## src/rtl/pe_column_result_drain.sv

```systemverilog
// Drain below the bottom PE of a systolic column: drops operand beats,
// requantizes result beats and buffers them in a 2-entry skid buffer.
module pe_column_result_drain #(
    parameter int DATA_WIDTH_IN       = 16,
    parameter int FRACTIONAL_BITS_IN  = 12,
    parameter int DATA_WIDTH_OUT      = 16,
    parameter int FRACTIONAL_BITS_OUT = 12,
    parameter int USER_WIDTH          = 8,
    parameter int OP1_USER_MASK       = 1 << (USER_WIDTH - 2),
    parameter int RSLT_USER_MASK      = 1 << (USER_WIDTH - 1),
    parameter int ROW_LENGTH          = 25
) (
    input  logic                              clk,
    input  logic                              rst,
    input  logic [DATA_WIDTH_IN-1:0]          s_axis_down_tdata,
    input  logic                              s_axis_down_tvalid,
    output logic                              s_axis_down_tready,
    input  logic                              s_axis_down_tlast,
    input  logic [USER_WIDTH-1:0]             s_axis_down_tuser,
    output logic [DATA_WIDTH_OUT-1:0]         m_axis_rslt_tdata,
    output logic                              m_axis_rslt_tvalid,
    input  logic                              m_axis_rslt_tready,
    output logic                              m_axis_rslt_tlast,
    output logic [$clog2(ROW_LENGTH+1)-1:0]   result_count,
    output logic                              err_length,
    output logic                              err_user_flag
);

    localparam int CW  = $clog2(ROW_LENGTH + 1);
    localparam int SH  = FRACTIONAL_BITS_IN - FRACTIONAL_BITS_OUT;
    localparam int SHA = (SH < 0) ? -SH : SH;
    localparam int IW0 = DATA_WIDTH_IN + SHA + 2;
    localparam int IW  = (IW0 > DATA_WIDTH_OUT + 1) ? IW0 : DATA_WIDTH_OUT + 1;

    localparam logic signed [IW-1:0] MAXV =
        {{(IW - DATA_WIDTH_OUT + 1){1'b0}}, {(DATA_WIDTH_OUT - 1){1'b1}}};
    localparam logic signed [IW-1:0] MINV =
        {{(IW - DATA_WIDTH_OUT + 1){1'b1}}, {(DATA_WIDTH_OUT - 1){1'b0}}};

    logic                      beat_rslt;
    logic                      beat_op1;
    logic                      accept;
    logic                      push;
    logic                      bad_user;
    logic                      pop;
    logic signed [IW-1:0]      ext;
    logic signed [IW-1:0]      scaled;
    logic [DATA_WIDTH_OUT-1:0] q_data;
    logic [CW:0]               cnt_inc;
    logic                      cnt_hit;
    logic                      q_last;

    logic                      sp_valid;
    logic [DATA_WIDTH_OUT-1:0] sp_data;
    logic                      sp_last;

    assign beat_rslt = |(s_axis_down_tuser & USER_WIDTH'(RSLT_USER_MASK));
    assign beat_op1  = |(s_axis_down_tuser & USER_WIDTH'(OP1_USER_MASK));

    // Ready only reflects the spare slot, so the output side never
    // reaches back to the upstream PE in the same cycle.
    assign s_axis_down_tready = !sp_valid && !rst;

    assign accept   = s_axis_down_tvalid && s_axis_down_tready;
    assign push     = accept && beat_rslt && !beat_op1;
    assign bad_user = accept && (beat_rslt == beat_op1);
    assign pop      = m_axis_rslt_tvalid && m_axis_rslt_tready;

    assign ext = {{(IW - DATA_WIDTH_IN){s_axis_down_tdata[DATA_WIDTH_IN-1]}},
                  s_axis_down_tdata};

    generate
        if (SH > 0) begin : g_down
            localparam logic signed [IW-1:0] RND = IW'(1) << (SH - 1);
            assign scaled = (ext + RND) >>> SH;
        end else if (SH < 0) begin : g_up
            assign scaled = ext <<< SHA;
        end else begin : g_pass
            assign scaled = ext;
        end
    endgenerate

    // Clamp the rescaled value into the signed output range.
    always_comb begin
        q_data = scaled[DATA_WIDTH_OUT-1:0];
        if (scaled > MAXV) begin
            q_data = MAXV[DATA_WIDTH_OUT-1:0];
        end else if (scaled < MINV) begin
            q_data = MINV[DATA_WIDTH_OUT-1:0];
        end
    end

    assign cnt_inc = {1'b0, result_count} + 1'b1;
    assign cnt_hit = (cnt_inc == (CW + 1)'(ROW_LENGTH));
    assign q_last  = s_axis_down_tlast || cnt_hit;

    // Packet counter and sticky error flags.
    always_ff @(posedge clk) begin
        if (rst) begin
            result_count  <= '0;
            err_length    <= 1'b0;
            err_user_flag <= 1'b0;
        end else begin
            if (push) begin
                if (q_last) begin
                    result_count <= '0;
                end else begin
                    result_count <= cnt_inc[CW-1:0];
                end
                if (s_axis_down_tlast != cnt_hit) begin
                    err_length <= 1'b1;
                end
            end
            if (bad_user) begin
                err_user_flag <= 1'b1;
            end
        end
    end

    // Skid buffer: output register refills from the spare first, then
    // from the incoming beat; the spare only fills while output stalls.
    always_ff @(posedge clk) begin
        if (rst) begin
            m_axis_rslt_tvalid <= 1'b0;
            m_axis_rslt_tdata  <= '0;
            m_axis_rslt_tlast  <= 1'b0;
            sp_valid           <= 1'b0;
            sp_data            <= '0;
            sp_last            <= 1'b0;
        end else if (!m_axis_rslt_tvalid || pop) begin
            if (sp_valid) begin
                m_axis_rslt_tvalid <= 1'b1;
                m_axis_rslt_tdata  <= sp_data;
                m_axis_rslt_tlast  <= sp_last;
                sp_valid           <= push;
                if (push) begin
                    sp_data <= q_data;
                    sp_last <= q_last;
                end
            end else begin
                m_axis_rslt_tvalid <= push;
                if (push) begin
                    m_axis_rslt_tdata <= q_data;
                    m_axis_rslt_tlast <= q_last;
                end
            end
        end else if (push) begin
            sp_valid <= 1'b1;
            sp_data  <= q_data;
            sp_last  <= q_last;
        end
    end

endmodule

```

## config.mk

```make
export PLATFORM = sky130hd
export DESIGN_NAME = pe_column_result_drain
export DESIGN_NICKNAME = d
export VERILOG_FILES = /design/src/rtl/pe_column_result_drain.sv
export SDC_FILE = /design/constraint.sdc
export NUM_CORES = 1
export LEC_CHECK = 0
export ABC_CLOCK_PERIOD_IN_PS = 2700
export BUFFER_PORTS_ARGS = -buffer_cell sky130_fd_sc_hd__buf_2
export CAP_MARGIN = 30
export CORE_MARGIN = 3
export CORE_UTILIZATION = 52
export DETAILED_ROUTE_END_ITERATION = 10
export PLACE_DENSITY = 0.82
export SKIP_CTS_REPAIR_TIMING = 1
export SYNTH_ARGS = -nofsm -noshare
export SYNTH_HDL_FRONTEND = slang
export SYNTH_SLANG_ARGS = --single-unit
```

## constraint.sdc

```tcl
create_clock -name clk -period 2.7 [get_ports clk]
set_clock_uncertainty 0.15 [all_clocks]
set_input_delay 0.405 -clock clk [delete_from_list [all_inputs] [get_ports clk]]
set_output_delay 0.405 -clock clk [all_outputs]
set_load 0.05 [all_outputs]
```

# Word level (Yosys, flattened, before mapping)
# Cells that the tools add are included.
dict set report op_classes {
  n_eq_ne 4
  order_cmp 2
  n_addsub 1
  n_reduce_logical 16
  n_mux 17
}
# op count
set op_table {}
lappend op_table {{2-to-1 mux 16 bit} 7}
lappend op_table {{greater-than comparator 16 bit, second input constant} 1}
lappend op_table {{< comparator 16 bit, second input constant} 1}
lappend op_table {{2-to-1 mux 1 bit} 9}
lappend op_table {{adder 5 x 1 -> 6 bit, second input constant} 1}
lappend op_table {{== test 6 x 5 -> 1 bit, second input constant} 1}
lappend op_table {{logical AND 1 bit} 6}
lappend op_table {{2-to-1 mux 5 bit} 1}
lappend op_table {{logical NOT 1 bit} 4}
lappend op_table {{AND reduction 2 bit} 2}
lappend op_table {{nonzero test 2 bit} 2}
lappend op_table {{logical OR 1 bit} 2}
lappend op_table {{inequality test 2 bit, second input constant} 1}
lappend op_table {{== test 1 bit} 1}
lappend op_table {{inequality test 1 bit} 1}
dict set report totals {
  output_inout_bits 26
  elab_cells 49
  in_bits 29
  reg_bits 43
}

# Depth between registers and ports, before layout
# Gate-level depths: netlist of run 1.
dict set report depth {
  word_depth 8
  mapped_depth 8
  ltp_nobuf 8
}

# Least setup slack after synthesis of run 1
# No wires, ideal clock.
dict set report synth_timing {
  kind {flip-flop to flip-flop}
  startpoint {reg result_count[0]}
  endpoint {reg result_count[2]}
  stages_incl_launch_ff 9
  required_time_ns 2.415
  slack_ns 0.309
  arrival_time_ns 2.106
  setup_time_ns 0.135
  path_buffers 0
  cell_sequence {dfxtp_1 -> ha_1 -> nand3_1 -> xnor2_1 -> nand4b_1 -> ha_1 -> nor2b_1 -> o311ai_0 -> o21ai_0}
}
dict set report synth_via {
  elab_chain_cells 4
}
# item line_no
set synth_lines {}
lappend synth_lines {{start: declaration} 24} ;# output logic [$clog2(ROW_LENGTH+1)-1:0] result_count,
lappend synth_lines {{start signal: assignment} 108} ;# result_count <= cnt_inc[CW-1:0];
lappend synth_lines {{adder 5 x 1 -> 6 bit (*)} 93} ;# assign cnt_inc = {1'b0, result_count} + 1'b1;
lappend synth_lines {{== test 6 x 5 -> 1 bit} 94} ;# assign cnt_hit = (cnt_inc == (CW + 1)'(ROW_LENGTH));
lappend synth_lines {{logical OR 1 bit} 95} ;# assign q_last = s_axis_down_tlast || cnt_hit;
lappend synth_lines {{2-to-1 mux 5 bit (*)} 105} ;# if (q_last) begin
# Every way passes the cells marked *; elsewhere a longest branch is shown, timed or not.
# A chain may end at the register's enable or synchronous reset.

# Worst setup path after layout of run 1
# Same ends and word-level chain as after synthesis.

==> results of run 1 <==
[registers in the layout, indices dropped and copies added (netlist names)]
signal,flops
err_length,1
err_user_flag,1
m_axis_rslt_tdata,16
m_axis_rslt_tlast,1
m_axis_rslt_tvalid,1
result_count,5
sp_data,16
sp_last,1
sp_valid,1
[layer usage]
| layer | vias to the layer above | global-route usage, % | wire (um) |
|---|---|---|---|
| met5 | - | 0 | 0 |
| met2 | 82 | 32.7 | 2370 |
| met3 | 10 | 6.33 | 399 |
| met4 | 0 | 6.38 | 63 |
| li1 | 949 | - | - |
| met1 | 913 | 29.6 | 2350 |
[cell usage after synthesis, types with 2 or more instances]
master,instances
nand2_1,2
a211oi_1,2
mux2i_1,2
nand2b_1,3
nand3_1,19
o211ai_1,3
mux2_2,14
ha_1,3
a31oi_1,35
nand4_1,17
buf_2,5
buf_1,2
dfxtp_1,43
o311a_2,2
and3b_1,16
a31o_2,2
clkbuf_1,13
nor2_1,2
inv_1,6
o21ai_0,5
nor2b_1,15
xnor2_1,3
[kinds of logic after synthesis]
logic type      after synthesis
buf+inv                      29
fa+ha+maj                     3
flops                        43
compound gates               52
xor+xnor                      4
simple gates                 81
mux                          16
[area by class of cell]
cell class / instances / share of cell area, %
Clock inverter: 2 / 0.505
Tap cell: 48 / 2.42
Sequential cell: 43 / 34.7
Timing Repair Buffer: 56 / 12.1
Inverter: 7 / 1.06
Multi-Input combinational cell: 156 / 46.3
Clock buffer: 6 / 2.93
[power by group through the flow]
stage | Combinational (W) | Clock [W] | Sequential [W]
after floorplan | 0.0000535 | 0 | 0.000694
after global placement | 0.000129 | 0 | 0.000664
after detailed placement | 0.000130 | 0 | 0.000664
after CTS | 0.000130 | 0.000413 | 0.000649
after global routing | 0.000141 | 0.000443 | 0.000651
final | 0.000131 | 0.000399 | 0.000650
[stage by stage]
step / std cells / instance area, sq um / total power, W / setup WS [ns]
6_report: 318 / 2480 / 0.00118 / 0.490
4_1_cts: 318 / 2480 / 0.00119 / 0.505
5_1_grt: 318 / 2480 / 0.00124 / 0.213
2_1_floorplan: 228 / 2130 / 0.000747 / 0.309
3_5_place_dp: 310 / 2390 / 0.000795 / 0.535
3_3_place_gp: 310 / 2390 / 0.000793 / 0.560
[worst paths after layout]
path,start,endpoint,slack [ns]
hold reg to reg,sp_last,sp_last,0.31
hold / removal,s_axis_down_tdata[4],sp_data[4],0.20
setup / recovery,result_count[0],result_count[2],0.49
setup reg to reg,result_count[0],result_count[2],0.49
[placed cells by master (no fill, tap or decap), drive strengths merged, types with 2 or more instances in the layout]
| cell | n |
|---|---|
| o311a | 2 |
| dfxtp | 43 |
| clkinv | 2 |
| ha | 3 |
| a31oi | 35 |
| and3b | 17 |
| nand4 | 17 |
| o211ai | 3 |
| o21ai | 5 |
| nand2b | 3 |
| a31o | 2 |
| nand2 | 2 |
| nor2b | 15 |
| a211oi | 2 |
| xnor2 | 3 |
| nand3 | 19 |
| nor2 | 2 |
| clkbuf | 6 |
| mux2i | 2 |
| buf | 56 |
| inv | 6 |
| mux2 | 14 |
==> flow_summary.toml, run 1 <==
[synth]
synthMuxAreaShare_pct = 8.32
ys_seq_elements = 43
syn_nets = 260
synth_warnings = 0
avgSynthCellArea_sq_um = 9.36
synth_top_flop_cell = "dfxtp_1"
yosysTopAreaCell = "dfxtp_1"
ys_seq_area_share_pct = 40.3
synthArstFlopShare_pct = 0
synth_compound_area_share_pct = 16.1
synth_xor_xnor_area_share_pct = 1.64
synth-edff-count = 0
synth.area.top_cells = "dfxtp_1 40%, a31oi_1 10%, mux2_2 7.4%"
syn_inst = 228
synthAdderAreaFrac_pct = 1.76
synth_top_family_by_area = "simple AND/OR/NAND/NOR gates"
synth_area_sq_mm = 0.00213
synth_top_area_share_pct = 40.3
yosys.area_share.simple_pct = 25.9
synth_cell_types = 36

[worst_setup_path]
crit_path_max_fanout = 6
critPathTopFamily = "adder cells"
crit_arrival_ns = 2.24
worstPathRequired_ns = 2.73
crit_top_cell = "ha_1"
critPathCaptureType = "flip-flop"
crit_buf_inv = 0
path_depth = 8
reg2regPathDepth = 8
crit_chain = "ha_1, nand3_1, xnor2_1, nand4b_1, ha_1, nor2b_1, o311ai_0, o21ai_0"
worst-setup-path-type = "flip-flop to flip-flop"
cp-start-kind = "flip-flop"
slowest_stage = "dfxtp_1"
critical_path.max_stage_delay_ns = 0.42

[power]
power_density_mw_per_mm2 = 476
power.leakage_nw = 1.06
p_clk_share_pct = 33.8
pwr-share-seq_pct = 55.1
p_int_w = 0.000863
swShare_pct = 26.8
switchingPower_w = 0.000316
pwr-share-comb_pct = 11.1
ir_worst_vdd_mv = 0.322

[run_status]
status = "complete, no violations"

[floorplan]
die_area_sq_mm = 0.00491
rows = 22
die_h_um = 70.1
core_sq_mm = 0.00380
ioPinCount = 55
start_util_pct = 56.2
die_w_um = 70.1

[finish]
final_nets = 301
antennaDiodeCount = 0
drive_gt1_share_pct = 31.5
synthToLayoutAreaGrowth_pct = 16.2
n_fill_cell = 329
multi_input_comb_area_sq_mm = 0.00115
ff_latch_area_sq_um = 861
final_util_pct = 65.3

[global_routing]
grt_pass1_wl_mm = 8.79
grt_pass1_vias = 1819
grt_usage_pct = 21.6
grt_max_degree = 26
antenna_found_initial = 0
overflow = 0

[worst_hold_path]
whs_path_depth = 2
holdCritPathClass = "primary input to flip-flop"

[timing]
final.setup.tns_ns = 0
finalMaxSlewViolations = 0
finalCriticalPeriod_ns = 2.21
whs_ns = 0.199
timing.final.crit_share_pct = 81.9
finalHoldViolations = 0
worstMarginPinSlew_ns = 0.759
rsz0062_at_grt = "no"
max_slew_margin_pct = 49.1
fmax_ghz = 0.452
setup_violations = 0

[routing]
vias = 1954
via_per_inst = 6.14
drc = 0
dr.pass1.iters = 4
drtIter0Drc = 157
ant_nets = 0
wire_per_inst_um = 16.3
routed_wl_mm = 5.17

[cts]
clock-root-buffer = "clkbuf_8"
h-tree-depth = 2
cts_sinks = 43
cts_tree = "built"
clk_latency_ns = 0.30
clockBufferDepth = 2
cts_made_buffers = 5
path_clk_slew_ns = 0.08

[job]
maxCapViolations = 0

[placed_design]
place_hpwl_mm = 3.42
gp_congestion = 0.877
portBuffers = 48
Power figures use the tool's default switching activity.
==> run 2: changes to the inputs <==
- ABC_AREA: default -> 1
- ABC_CLOCK_PERIOD_IN_PS: 2700 -> 1900
- CORE_UTILIZATION: 52 -> 46
- PLACE_DENSITY: 0.82 -> 0.77
- clock period: 2.7 -> 1.9 ns (I/O delays scaled with it)
==> run 2 against run 1 <==
Sequential share of layout area grew 2.5 points; first-iteration DRC count grew 4.5%; clock power grew 44%; via count shrank 4.7%; largest cell class unchanged; worst hold slack lost 0.094 ns; flip-flop and latch count is the same; register-to-register slack lost 0.32 ns; synthesized cell count grew 20%.
==> flow_summary.toml, run 2 <==
[finish]
layout_commonest_cell = "nor2_1"
antennaDiodeCount = 0
final_nets = 348
reg_top3 = "m_axis_rslt_tdata x16, sp_data x16, result_count x5"
synthToLayoutAreaGrowth_pct = 16.5
n_fill_cell = 386
layout_common_cells = "57 x nor2_1, 50 x nand2_1, 48 x buf_2, 41 x dfxtp_1, 25 x a21oi_1"
drive_gt1_share_pct = 22.8

[synth]
synthAdderAreaFrac_pct = 1.88
yosys.area_share.simple_pct = 29.3
ys_seq_elements = 43
synth_top_family_by_area = "simple AND/OR/NAND/NOR gates"
syn_inst = 273
yosysTopAreaCell = "dfxtp_1"
synth_top_area_share_pct = 43.1
synth_compound_area_share_pct = 17.2
synthMuxAreaShare_pct = 0
synthArstFlopShare_pct = 0
synth_top_flop_cell = "dfxtp_1"
synthTopCellsByCount = "58 x nor2_1, 50 x nand2_1, 43 x dfxtp_1"
synth.area.top_cells = "dfxtp_1 43%, nor2_1 11%, nand2_1 9.4%"
synth_cell_types = 27
synth_warnings = 0
synth-edff-count = 0
syn_nets = 305
ys_seq_area_share_pct = 43.1
avgSynthCellArea_sq_um = 7.31
synth.most_common_cell = "nor2_1"
synth_area_sq_mm = 0.00200
synth_xor_xnor_area_share_pct = 0.439

[timing]
rsz0062_at_grt = "no"
finalCriticalPeriod_ns = 1.73
whs_ns = 0.104
worstMarginPinSlew_ns = 0.907
finalMaxSlewViolations = 0
fmax_ghz = 0.578
final.setup.tns_ns = 0
finalHoldViolations = 0
max_slew_margin_pct = 39.5
timing.final.crit_share_pct = 91.1
setup_violations = 0

[global_routing]
grt_pass1_vias = 1803
grt_pass1_wl_mm = 7.58
grt_usage_pct = 18.1
overflow = 0
grt_max_degree = 37
antenna_found_initial = 0

[routing]
drc = 0
dr.pass1.iters = 4
topRoutingLayerUsed = "met4"
m1WireLength_mm = 1.88
routed_wl_mm = 4.26
wire_per_inst_um = 11.7
via_per_inst = 5.09
drtIter0Drc = 164
ant_nets = 0
route.met2.wl_mm = 2.10
wl_met3_um = 261
vias = 1862

[worst_setup_path]
crit_arrival_ns = 1.76
crit_end = "m_axis_rslt_tlast"
rrSetupSlack_ns = 0.17
reg2regPathDepth = 10
critPathTopFamily = "adder cells"
slowest_stage = "dfxtp_2"
cp-start-kind = "flip-flop"
critical_path.max_stage_delay_ns = 0.38
crit_buf_inv = 0
crit_path_max_fanout = 6
r2r-end = "m_axis_rslt_tlast"
worstPathRequired_ns = 1.93
critPathLaunch = "result_count[0]"
path_depth = 10
critPathCaptureType = "flip-flop"
rr_startpoint = "result_count[0]"
crit_chain = "ha_2, xor2_1, a21oi_1, nand3_1, ha_2, nor2_1, a21oi_1, nand3_1, nand2_1, nor2_1"
worst-setup-path-type = "flip-flop to flip-flop"

[floorplan]
die_h_um = 71.9
die_area_sq_mm = 0.00517
core_sq_mm = 0.00409
ioPinCount = 55
rows = 23
start_util_pct = 48.9
die_w_um = 71.9

[placed_design]
place_hpwl_mm = 2.92
portBuffers = 48
gp_congestion = 0.795

[cts]
cts_made_buffers = 5
clock-root-buffer = "clkbuf_8"
clockBufferDepth = 2
cts_tree = "built"
path_clk_slew_ns = 0.08
clk_latency_ns = 0.28
h-tree-depth = 2
cts_sinks = 43

[job]
maxCapViolations = 0

[power]
ir_worst_vdd_mv = 0.412
power.leakage_nw = 1.03
power_density_mw_per_mm2 = 729

[run_status]
status = "complete, no violations"

[worst_hold_path]
holdCritPathClass = "primary input to flip-flop"
[run 2: cell type report]
cell class | count | area [sq um] | area share, %
clock inverters | 1 | 5.00 | 0.215
multi-input cells | 201 | 987 | 42.4
clock buffers | 6 | 82.6 | 3.55
well taps | 50 | 62.6 | 2.69
flip-flops and latches | 43 | 866 | 37.2
inverters | 14 | 60.1 | 2.58
repair buffers | 51 | 263 | 11.3
[run 2: logic make-up after synthesis]
family	Yosys count
AOI/OAI and AO/OA	60
xor gates and xnor gates	1
adders and majority gates	3
buffers and inverters	29
DFF	43
and+or+nand+nor	137
[run 2: power by group]
group / switching [W] / internal [W] / leakage, nW
registers: 0.00000816 / 0.000916 / 0.349
clock network: 0.000287 / 0.000285 / 0.0470
logic: 0.000137 / 0.0000614 / 0.631
total: 0.000433 / 0.00126 / 1.03
[run 2: how the worst min path moves through the flow]
stage                     depth (start not counted)                  start          end  slack (ns)
after detailed placement                          2             err_length   err_length        0.30
after CTS                                         3  s_axis_down_tdata[11]  sp_data[11]         0.1
final                                             3  s_axis_down_tdata[14]  sp_data[14]        0.10
after global placement                            2             err_length   err_length        0.29
after floorplan                                   2  s_axis_down_tdata[10]  sp_data[10]        0.28
after global routing                              3  s_axis_down_tdata[10]  sp_data[10]        0.11
[run 2: worst min-delay path, delay by kind of cell]
family          cells  cell delay (ns)
buf+inv             1             0.09
simple gates        1             0.07
compound gates      1             0.06
[run 2: per-layer routing]
| metal | up-vias | global-route usage, % |
|---|---|---|
| li1 | 974 | - |
| met5 | - | 0 |
| met4 | 0 | 3.55 |
| met2 | 45 | 32.9 |
| met3 | 2 | 5.05 |
| met1 | 841 | 21.1 |
[run 2: per-stage QoR]
step           instance area [sq um]  setup slack, ns  total power (W)  utilization [%]  instances
2_1_floorplan                   2000           0.0379          0.00109                -        273
3_3_place_gp                    2220            0.113          0.00114             54.4        359
3_5_place_dp                    2220           0.0630          0.00115             54.4        359
4_1_cts                         2310           0.0484          0.00171             56.6        366
5_1_grt                         2330          0.00323          0.00178             56.9        366
6_report                        2330            0.169          0.00170             56.9        366
